### src/rtl/spi_pkg.sv
// Shared state type and SPI mode/edge helpers for the spi_sync domain.
package spi_pkg;

  typedef enum logic [1:0] {
    IDLE  = 2'd0,
    LOAD  = 2'd1,
    SHIFT = 2'd2
  } spi_state_t;

  // Leading SCLK edge is rising when the clock idles low.
  function automatic logic leading_is_rise(input logic cpol);
    return ~cpol;
  endfunction

  // Sample on the leading edge for CPHA=0, on the trailing edge for CPHA=1.
  function automatic logic sample_is_rise(input logic cpol, input logic cpha);
    return leading_is_rise(cpol) ^ cpha;
  endfunction

endpackage

### src/rtl/spi_slave_ctrl_if.sv
// Pin-side SPI signals plus rx/tx valid/ready ports of the SPI slave controller.
interface spi_slave_ctrl_if #(
  parameter int unsigned DATA_WIDTH = 8
);
  logic                  spiClk_i;
  logic                  spiCs_ni;
  logic                  mosi_i;
  logic                  miso_o;
  logic                  miso_oe_o;
  logic [DATA_WIDTH-1:0] tx_data_i;
  logic                  tx_valid_i;
  logic                  tx_ready_o;
  logic [DATA_WIDTH-1:0] rx_data_o;
  logic                  rx_valid_o;
  logic                  rx_ready_i;
  logic                  rx_overrun_o;
  logic                  tx_underrun_o;
  logic                  rx_abort_o;
  logic                  busy_o;

  modport slave (
    input  spiClk_i, spiCs_ni, mosi_i, tx_data_i, tx_valid_i, rx_ready_i,
    output miso_o, miso_oe_o, tx_ready_o, rx_data_o, rx_valid_o,
           rx_overrun_o, tx_underrun_o, rx_abort_o, busy_o
  );

  modport master (
    output spiClk_i, spiCs_ni, mosi_i, tx_data_i, tx_valid_i, rx_ready_i,
    input  miso_o, miso_oe_o, tx_ready_o, rx_data_o, rx_valid_o,
           rx_overrun_o, tx_underrun_o, rx_abort_o, busy_o
  );

endinterface

### src/rtl/cdc_edge_sync.sv
// 3-FF synchronizer for an asynchronous pin; stage 1 is the synchronized level,
// stages 1/2 form the rising/falling edge strobes.
module cdc_edge_sync (
  input  logic clk,
  input  logic rst_n,
  input  logic din,
  output logic sync,
  output logic rise_c,
  output logic fall_c
);

  logic [2:0] stage;

  always_ff @(posedge clk) begin
    if (!rst_n) stage <= '0;
    else        stage <= {stage[1:0], din};
  end

  assign sync   = stage[1];
  assign rise_c = stage[1] & ~stage[2];
  assign fall_c = ~stage[1] & stage[2];

endmodule

### src/rtl/spi_slave_ctrl.sv
// SPI slave controller: synchronizes SCLK/CS_n/MOSI into sysClk_i and shifts words
// between the pins and the rx/tx valid/ready ports.
module spi_slave_ctrl
  import spi_pkg::*;
#(
  parameter int unsigned DATA_WIDTH = 8,
  parameter logic        CPOL       = 1'b0,
  parameter logic        CPHA       = 1'b0
) (
  input logic             sysClk_i,
  input logic             reset_ni,
  spi_slave_ctrl_if.slave bus
);

  localparam int unsigned      DW          = DATA_WIDTH;
  localparam int unsigned      CNT_W       = $clog2(DW + 1);
  localparam logic [CNT_W-1:0] CNT_LAST    = CNT_W'(DW - 1);
  localparam logic [CNT_W-1:0] CNT_FULL    = CNT_W'(DW);
  localparam logic             SAMPLE_RISE = sample_is_rise(CPOL, CPHA);

  logic sclk_sync_unused, sclk_rise, sclk_fall;
  logic cs_sync_unused, cs_rise, cs_fall;
  logic mosi_s, mosi_rise_unused, mosi_fall_unused;

  cdc_edge_sync u_sclk_sync (.clk(sysClk_i), .rst_n(reset_ni), .din(bus.spiClk_i),
                             .sync(sclk_sync_unused), .rise_c(sclk_rise), .fall_c(sclk_fall));
  cdc_edge_sync u_cs_sync   (.clk(sysClk_i), .rst_n(reset_ni), .din(bus.spiCs_ni),
                             .sync(cs_sync_unused), .rise_c(cs_rise), .fall_c(cs_fall));
  cdc_edge_sync u_mosi_sync (.clk(sysClk_i), .rst_n(reset_ni), .din(bus.mosi_i),
                             .sync(mosi_s), .rise_c(mosi_rise_unused), .fall_c(mosi_fall_unused));

  spi_state_t       state, state_next;
  logic [CNT_W-1:0] bit_cnt;
  logic             first;
  logic [DW-1:0]    rx_shift, tx_shift, tx_buf, rx_data;
  logic             tx_ready, rx_valid, rx_overrun, tx_underrun, rx_abort;
  logic             miso_oe, busy, word_done_q;

  logic sample_c, shift_c, do_load, do_sample, do_shift;
  logic cnt_full_c, skip_c, reload_c, shift_one_c, consume_c, word_done_c, tx_write_c;

  // Next state and per-cycle action strobes; CS rising overrides everything.
  always_comb begin
    state_next = state;
    do_load    = 1'b0;
    do_sample  = 1'b0;
    do_shift   = 1'b0;
    sample_c   = SAMPLE_RISE ? sclk_rise : sclk_fall;
    shift_c    = SAMPLE_RISE ? sclk_fall : sclk_rise;
    if (cs_rise) begin
      state_next = IDLE;
    end else begin
      case (state)
        IDLE:    if (cs_fall) state_next = LOAD;
        LOAD: begin
          do_load    = 1'b1;
          state_next = SHIFT;
        end
        SHIFT: begin
          do_sample = sample_c;
          do_shift  = shift_c;
        end
        default: state_next = IDLE;
      endcase
    end
  end

  // With CPHA=1 the first shift edge of a transfer only exposes the already-loaded MSB.
  assign cnt_full_c  = (bit_cnt == CNT_FULL);
  assign skip_c      = CPHA && first;
  assign reload_c    = do_shift && !skip_c && cnt_full_c;
  assign shift_one_c = do_shift && !skip_c && !cnt_full_c;
  assign consume_c   = do_load || reload_c;
  assign word_done_c = do_sample && (bit_cnt == CNT_LAST);
  assign tx_write_c  = bus.tx_valid_i && tx_ready;

  always_ff @(posedge sysClk_i) begin
    if (!reset_ni) state <= IDLE;
    else           state <= state_next;
  end

  always_ff @(posedge sysClk_i) begin
    if (!reset_ni) begin
      bit_cnt     <= '0;
      first       <= 1'b0;
      rx_shift    <= '0;
      tx_shift    <= '0;
      tx_buf      <= '0;
      rx_data     <= '0;
      tx_ready    <= 1'b1;
      rx_valid    <= 1'b0;
      rx_overrun  <= 1'b0;
      tx_underrun <= 1'b0;
      rx_abort    <= 1'b0;
      miso_oe     <= 1'b0;
      busy        <= 1'b0;
      word_done_q <= 1'b0;
    end else begin
      busy        <= (state_next != IDLE);
      tx_underrun <= consume_c && tx_ready;
      rx_abort    <= cs_rise && (bit_cnt != '0) && !cnt_full_c;
      word_done_q <= word_done_c;

      if (cs_fall)      miso_oe <= 1'b1;
      else if (cs_rise) miso_oe <= 1'b0;

      if (do_load)       first <= 1'b1;
      else if (skip_c && do_shift) first <= 1'b0;

      if (cs_rise || do_load || reload_c)   bit_cnt <= '0;
      else if (do_sample && !cnt_full_c)    bit_cnt <= bit_cnt + CNT_W'(1);

      if (do_sample) rx_shift <= {rx_shift[DW-2:0], mosi_s};

      // An empty holding buffer sends zeros for the whole word.
      if (consume_c)        tx_shift <= tx_ready ? '0 : tx_buf;
      else if (shift_one_c) tx_shift <= {tx_shift[DW-2:0], 1'b0};

      if (tx_write_c) begin
        tx_buf   <= bus.tx_data_i;
        tx_ready <= 1'b0;
      end else if (consume_c && !tx_ready) begin
        tx_ready <= 1'b1;
      end

      if (cs_fall) rx_overrun <= 1'b0;
      if (word_done_q) begin
        rx_data  <= rx_shift;
        rx_valid <= 1'b1;
        if (rx_valid && !bus.rx_ready_i) rx_overrun <= 1'b1;
      end else if (rx_valid && bus.rx_ready_i) begin
        rx_valid <= 1'b0;
      end
    end
  end

  assign bus.miso_o        = tx_shift[DW-1];
  assign bus.miso_oe_o     = miso_oe;
  assign bus.tx_ready_o    = tx_ready;
  assign bus.rx_data_o     = rx_data;
  assign bus.rx_valid_o    = rx_valid;
  assign bus.rx_overrun_o  = rx_overrun;
  assign bus.tx_underrun_o = tx_underrun;
  assign bus.rx_abort_o    = rx_abort;
  assign bus.busy_o        = busy;

endmodule
### src/flat_wrapper.sv
// flat-port wrapper written by rule: the top's interface ports become plain ports
module spi_slave_ctrl_flat import spi_pkg::*;
#(
  parameter int unsigned DATA_WIDTH = 8,
  parameter logic        CPOL       = 1'b0,
  parameter logic        CPHA       = 1'b0
)
  (sysClk_i, reset_ni, bus_spiClk_i, bus_spiCs_ni, bus_mosi_i, bus_tx_data_i, bus_tx_valid_i, bus_rx_ready_i, bus_miso_o, bus_miso_oe_o, bus_tx_ready_o, bus_rx_data_o, bus_rx_valid_o, bus_rx_overrun_o, bus_tx_underrun_o, bus_rx_abort_o, bus_busy_o);
  spi_slave_ctrl_if #(.DATA_WIDTH(DATA_WIDTH)) bus_i ();
  input logic sysClk_i;
  input logic reset_ni;
  input wire logic [$bits(bus_i.spiClk_i)-1:0] bus_spiClk_i;
  input wire logic [$bits(bus_i.spiCs_ni)-1:0] bus_spiCs_ni;
  input wire logic [$bits(bus_i.mosi_i)-1:0] bus_mosi_i;
  input wire logic [$bits(bus_i.tx_data_i)-1:0] bus_tx_data_i;
  input wire logic [$bits(bus_i.tx_valid_i)-1:0] bus_tx_valid_i;
  input wire logic [$bits(bus_i.rx_ready_i)-1:0] bus_rx_ready_i;
  output wire logic [$bits(bus_i.miso_o)-1:0] bus_miso_o;
  output wire logic [$bits(bus_i.miso_oe_o)-1:0] bus_miso_oe_o;
  output wire logic [$bits(bus_i.tx_ready_o)-1:0] bus_tx_ready_o;
  output wire logic [$bits(bus_i.rx_data_o)-1:0] bus_rx_data_o;
  output wire logic [$bits(bus_i.rx_valid_o)-1:0] bus_rx_valid_o;
  output wire logic [$bits(bus_i.rx_overrun_o)-1:0] bus_rx_overrun_o;
  output wire logic [$bits(bus_i.tx_underrun_o)-1:0] bus_tx_underrun_o;
  output wire logic [$bits(bus_i.rx_abort_o)-1:0] bus_rx_abort_o;
  output wire logic [$bits(bus_i.busy_o)-1:0] bus_busy_o;
  assign bus_i.spiClk_i = bus_spiClk_i;
  assign bus_i.spiCs_ni = bus_spiCs_ni;
  assign bus_i.mosi_i = bus_mosi_i;
  assign bus_i.tx_data_i = bus_tx_data_i;
  assign bus_i.tx_valid_i = bus_tx_valid_i;
  assign bus_i.rx_ready_i = bus_rx_ready_i;
  assign bus_miso_o = bus_i.miso_o;
  assign bus_miso_oe_o = bus_i.miso_oe_o;
  assign bus_tx_ready_o = bus_i.tx_ready_o;
  assign bus_rx_data_o = bus_i.rx_data_o;
  assign bus_rx_valid_o = bus_i.rx_valid_o;
  assign bus_rx_overrun_o = bus_i.rx_overrun_o;
  assign bus_tx_underrun_o = bus_i.tx_underrun_o;
  assign bus_rx_abort_o = bus_i.rx_abort_o;
  assign bus_busy_o = bus_i.busy_o;
  spi_slave_ctrl #(.DATA_WIDTH(DATA_WIDTH), .CPOL(CPOL), .CPHA(CPHA)) u_core (.sysClk_i(sysClk_i), .reset_ni(reset_ni), .bus(bus_i));
endmodule
### config.mk
export PLATFORM = sky130hd
export DESIGN_NAME = spi_slave_ctrl_flat
export DESIGN_NICKNAME = d
export VERILOG_FILES = /design/src/rtl/spi_pkg.sv /design/src/rtl/spi_slave_ctrl_if.sv /design/src/rtl/cdc_edge_sync.sv /design/src/rtl/spi_slave_ctrl.sv /design/src/flat_wrapper.sv
export SDC_FILE = /design/constraint.sdc
export NUM_CORES = 1
export LEC_CHECK = 0
export ABC_AREA = 1
export CAP_MARGIN = 20
export CORE_MARGIN = 2
export CORE_UTILIZATION = 50
export DETAILED_ROUTE_END_ITERATION = 10
export DONT_BUFFER_PORTS = 1
export MAX_ROUTING_LAYER = met4
export PLACE_DENSITY = 0.68
export REMOVE_ABC_BUFFERS = 1
export SYNTH_ARGS = -nofsm -noshare
export SYNTH_HDL_FRONTEND = slang
export SYNTH_SLANG_ARGS = --single-unit
### constraint.sdc
create_clock -name sysClk_i -period 2.31 [get_ports sysClk_i]
set_input_delay 0.3465 -clock sysClk_i [delete_from_list [all_inputs] [get_ports sysClk_i]]
set_output_delay 0.3465 -clock sysClk_i [all_outputs]
set_load 0.03 [all_outputs]
==> flow_summary.ini <==
[run_status]
status = complete, no violations

[synthesis]
avgSynthCellArea_um2 = 7.67
yosysWarnings = 0
synth_top_cell_by_area = dfxtp_1
synth_most_common_cell = nor2_1
synth_area_leaders = dfxtp_1, nor2_1, o21ai_0, nand2_1, ha_1
synth_edf_count = 0
synth_seq_cells = 54
synth_top_area_share_pct = 49.1
syn-cell-area_um2 = 2200
netlist_instances = 287
yosys_most_used_dff = dfxtp_1
synth_cell_types = 22
yosysSeqAreaShare_pct = 49.1
netlist_top_cells_count = nor2_1, dfxtp_1, nand2_1, o21ai_0, inv_1
synth-async-reset-ratio_pct = 0

[timing]
final_max_slew_viol_count = 0
skew_ns = 0.00566
relSlewSlack_pct = 72.3
setup_viol = 0
finalHoldViolations = 0
worst_pin_slew_ns = 0.414
max_clock_freq_mhz = 619
tns_ns = 0
layout_setup_ws_ns = 0.696
period_share_pct = 69.9
final.min_clock_period_ns = 1.61
rsz0062_at_grt = false

[layout]
nets = 309
areaGrowthSynthToFinish_pct = 5.63
stdcell_area_um2 = 2320
layout-drive-gt1-share_pct = 9.06
num_antenna_cells = 0

[critical_path]
critPathCaptureType = flop
path_buf_inv = 1
crit_chain = ha_1, inv_2, nand2_2, nand2_2, o21ai_0, nor2_1
crit_slowest_cell = dfxtp_1
path_class = reg2reg
cp_top_family = simple AND/OR/NAND/NOR gates
crit_arrival_ns = 1.81
cp-start-kind = flop
cpMostUsedCell = nand2_2
cp_slowest_stage_delay_ns = 0.39
critical_path.max_fanout = 17
cp.required_ns = 2.51

[placed_design]
io_buffers = 0
place_congestion = 0.765
hpwlAfterDp_mm = 2.68
dpl_worst_slack_ns = 0.704
dpl-instance-area_um2 = 2210

[floorplanning]
core_um2 = 4290
die_y_um = 70.3
die_area_um2 = 4950
start_util_pct = 51.3
rows = 24
pin_count = 31
chipWidth_um = 70.3

[detailed_routing]
ant_nets = 0
wl_per_cell_um = 11.5
viasPerCell = 4.90
routed_wl_mm = 3.90
post-route-drc-count = 0
num_vias = 1661
first_pass_iters = 4
initialDrtViolationCount = 70

[power_and_ir_drop]
leakagePower_uw = 0.00100
power_uw = 1670
power.density_nw_per_um2 = 719
peakVddDrop_uv = 446

[clocking]
cts.path.max_buffers = 2
ctsHoldBuffers = 0
insertion_delay_ns = 0.31
cts_buffers = 5
clk_pin_slew_ns = 0.09
htree_num_levels = 2
root_buffer = clkbuf_8
cts_resized = 0
cts_setup_buffers = 0
cts_tree = done
cts.sinks = 54

[global_route]
grt_overflow = 0
grt_pass1_wl_mm = 6.88
grt_use_total_pct = 17.7
grt_start_max_net_pins = 43
grt_pass1_vias = 1530
antenna_found_initial = 0

[flow_run]
cap_violations = 0

[hold_path]
hp-class = in2reg
==> logic make-up after synthesis <==
kind of cell,after synthesis,share of synthesized area [%]
compound gates,50,12.6
xor+xnor,1,0.398
fa+ha+maj,8,4.55
buf+inv,38,7.62
flops,54,49.1
simple gates,136,25.7
==> state kept, by name, summed over array words and instances (netlist names) <==
register,cells
u_core.bus.rx_data_o,8
u_core.rx_shift,8
u_core.tx_buf,8
u_core.tx_shift,8
u_core.bit_cnt,4
u_core.u_cs_sync.stage,3
u_core.u_sclk_sync.stage,3
u_core.state,2
u_core.u_mosi_sync.stage,2
u_core.bus.busy_o,1
u_core.bus.miso_oe_o,1
u_core.bus.rx_abort_o,1
u_core.bus.rx_overrun_o,1
u_core.bus.rx_valid_o,1
u_core.bus.tx_ready_o,1
u_core.bus.tx_underrun_o,1
u_core.word_done_q,1
==> worst register-to-register path: cells and delay by family (launching register included) <==
kind	cells	cell delay, ns
AND/OR/NAND/NOR	3	0.62
AO/OA/AOI/OAI	1	0.20
buffers and inverters	1	0.07
flip-flops	1	0.39
adder cells (fa/ha/maj)	1	0.24
==> per-layer routing <==
layer	GRT usage, %	up-vias	share of wire, %
met5	-	-	0
met1	22.3	727	50
met2	27.8	30	44
li1	-	897	-
met3	5.05	7	4.4
met4	5.13	0	1.1
==> cells in the final DEF, fill, tap and decap left out <==
cell type   instances
ha_1                8
o22ai_1             1
o21ai_0            33
inv_1              25
dfxtp_1            54
buf_4               1
xor2_1              1
nand2_4             1
clkbuf_8            5
a21oi_1             9
nor2_2              1
nand2_2             5
a21oi_2             7
nand4_1             1
clkbuf_1            1
nand2_1            39
bufinv_16           1
nand3_1            12
inv_2               2
nor2_4              2
clkinvlp_4          1
clkinv_1            2
nor2_1             75
==> through the flow <==
stage	instances	hold WS [ns]	util, %
final	339	0.126	54.1
after global routing	339	0.120	54.1
after CTS	339	0.121	54.1
after detailed placement	331	0.396	51.6
after global placement	331	0.395	51.6
after floorplan	278	0.390	-
==> final timing paths <==
path | start | endpoint | slack, ns | cells past startpoint
worst max-delay path | u_core.u_cs_sync.stage[1]$_SDFF_PN0_ | u_core.tx_shift[4]$_SDFFE_PN0P_ | 0.70 | 6
worst min register to register | u_core.u_mosi_sync.stage[0]$_SDFF_PN0_ | u_core.u_mosi_sync.stage[1]$_SDFF_PN0_ | 0.42 | 2
worst max register to register | u_core.u_cs_sync.stage[1]$_SDFF_PN0_ | u_core.tx_shift[4]$_SDFFE_PN0P_ | 0.70 | 6
worst min-delay path | bus_tx_valid_i | u_core.bus.tx_ready_o$_SDFFE_PN1P_ | 0.13 | 1
==> cell type report <==
type	count	area (um^2)
fill	439	1970
sequential	54	1080
multi-input combinational	195	952
inverter	29	109
clock buffer	6	72.6
tap	52	65.1
clock inverter	2	37.5
timing repair buffer	1	7.51
==> power by group <==
group / leakage (uW) / switching (uW) / internal, uW
clock: 0.0000514 / 300 / 323
sequential: 0.000439 / 20.0 / 956
combinational: 0.000511 / 46.7 / 25.5
(Power assumes the default switching activity.)
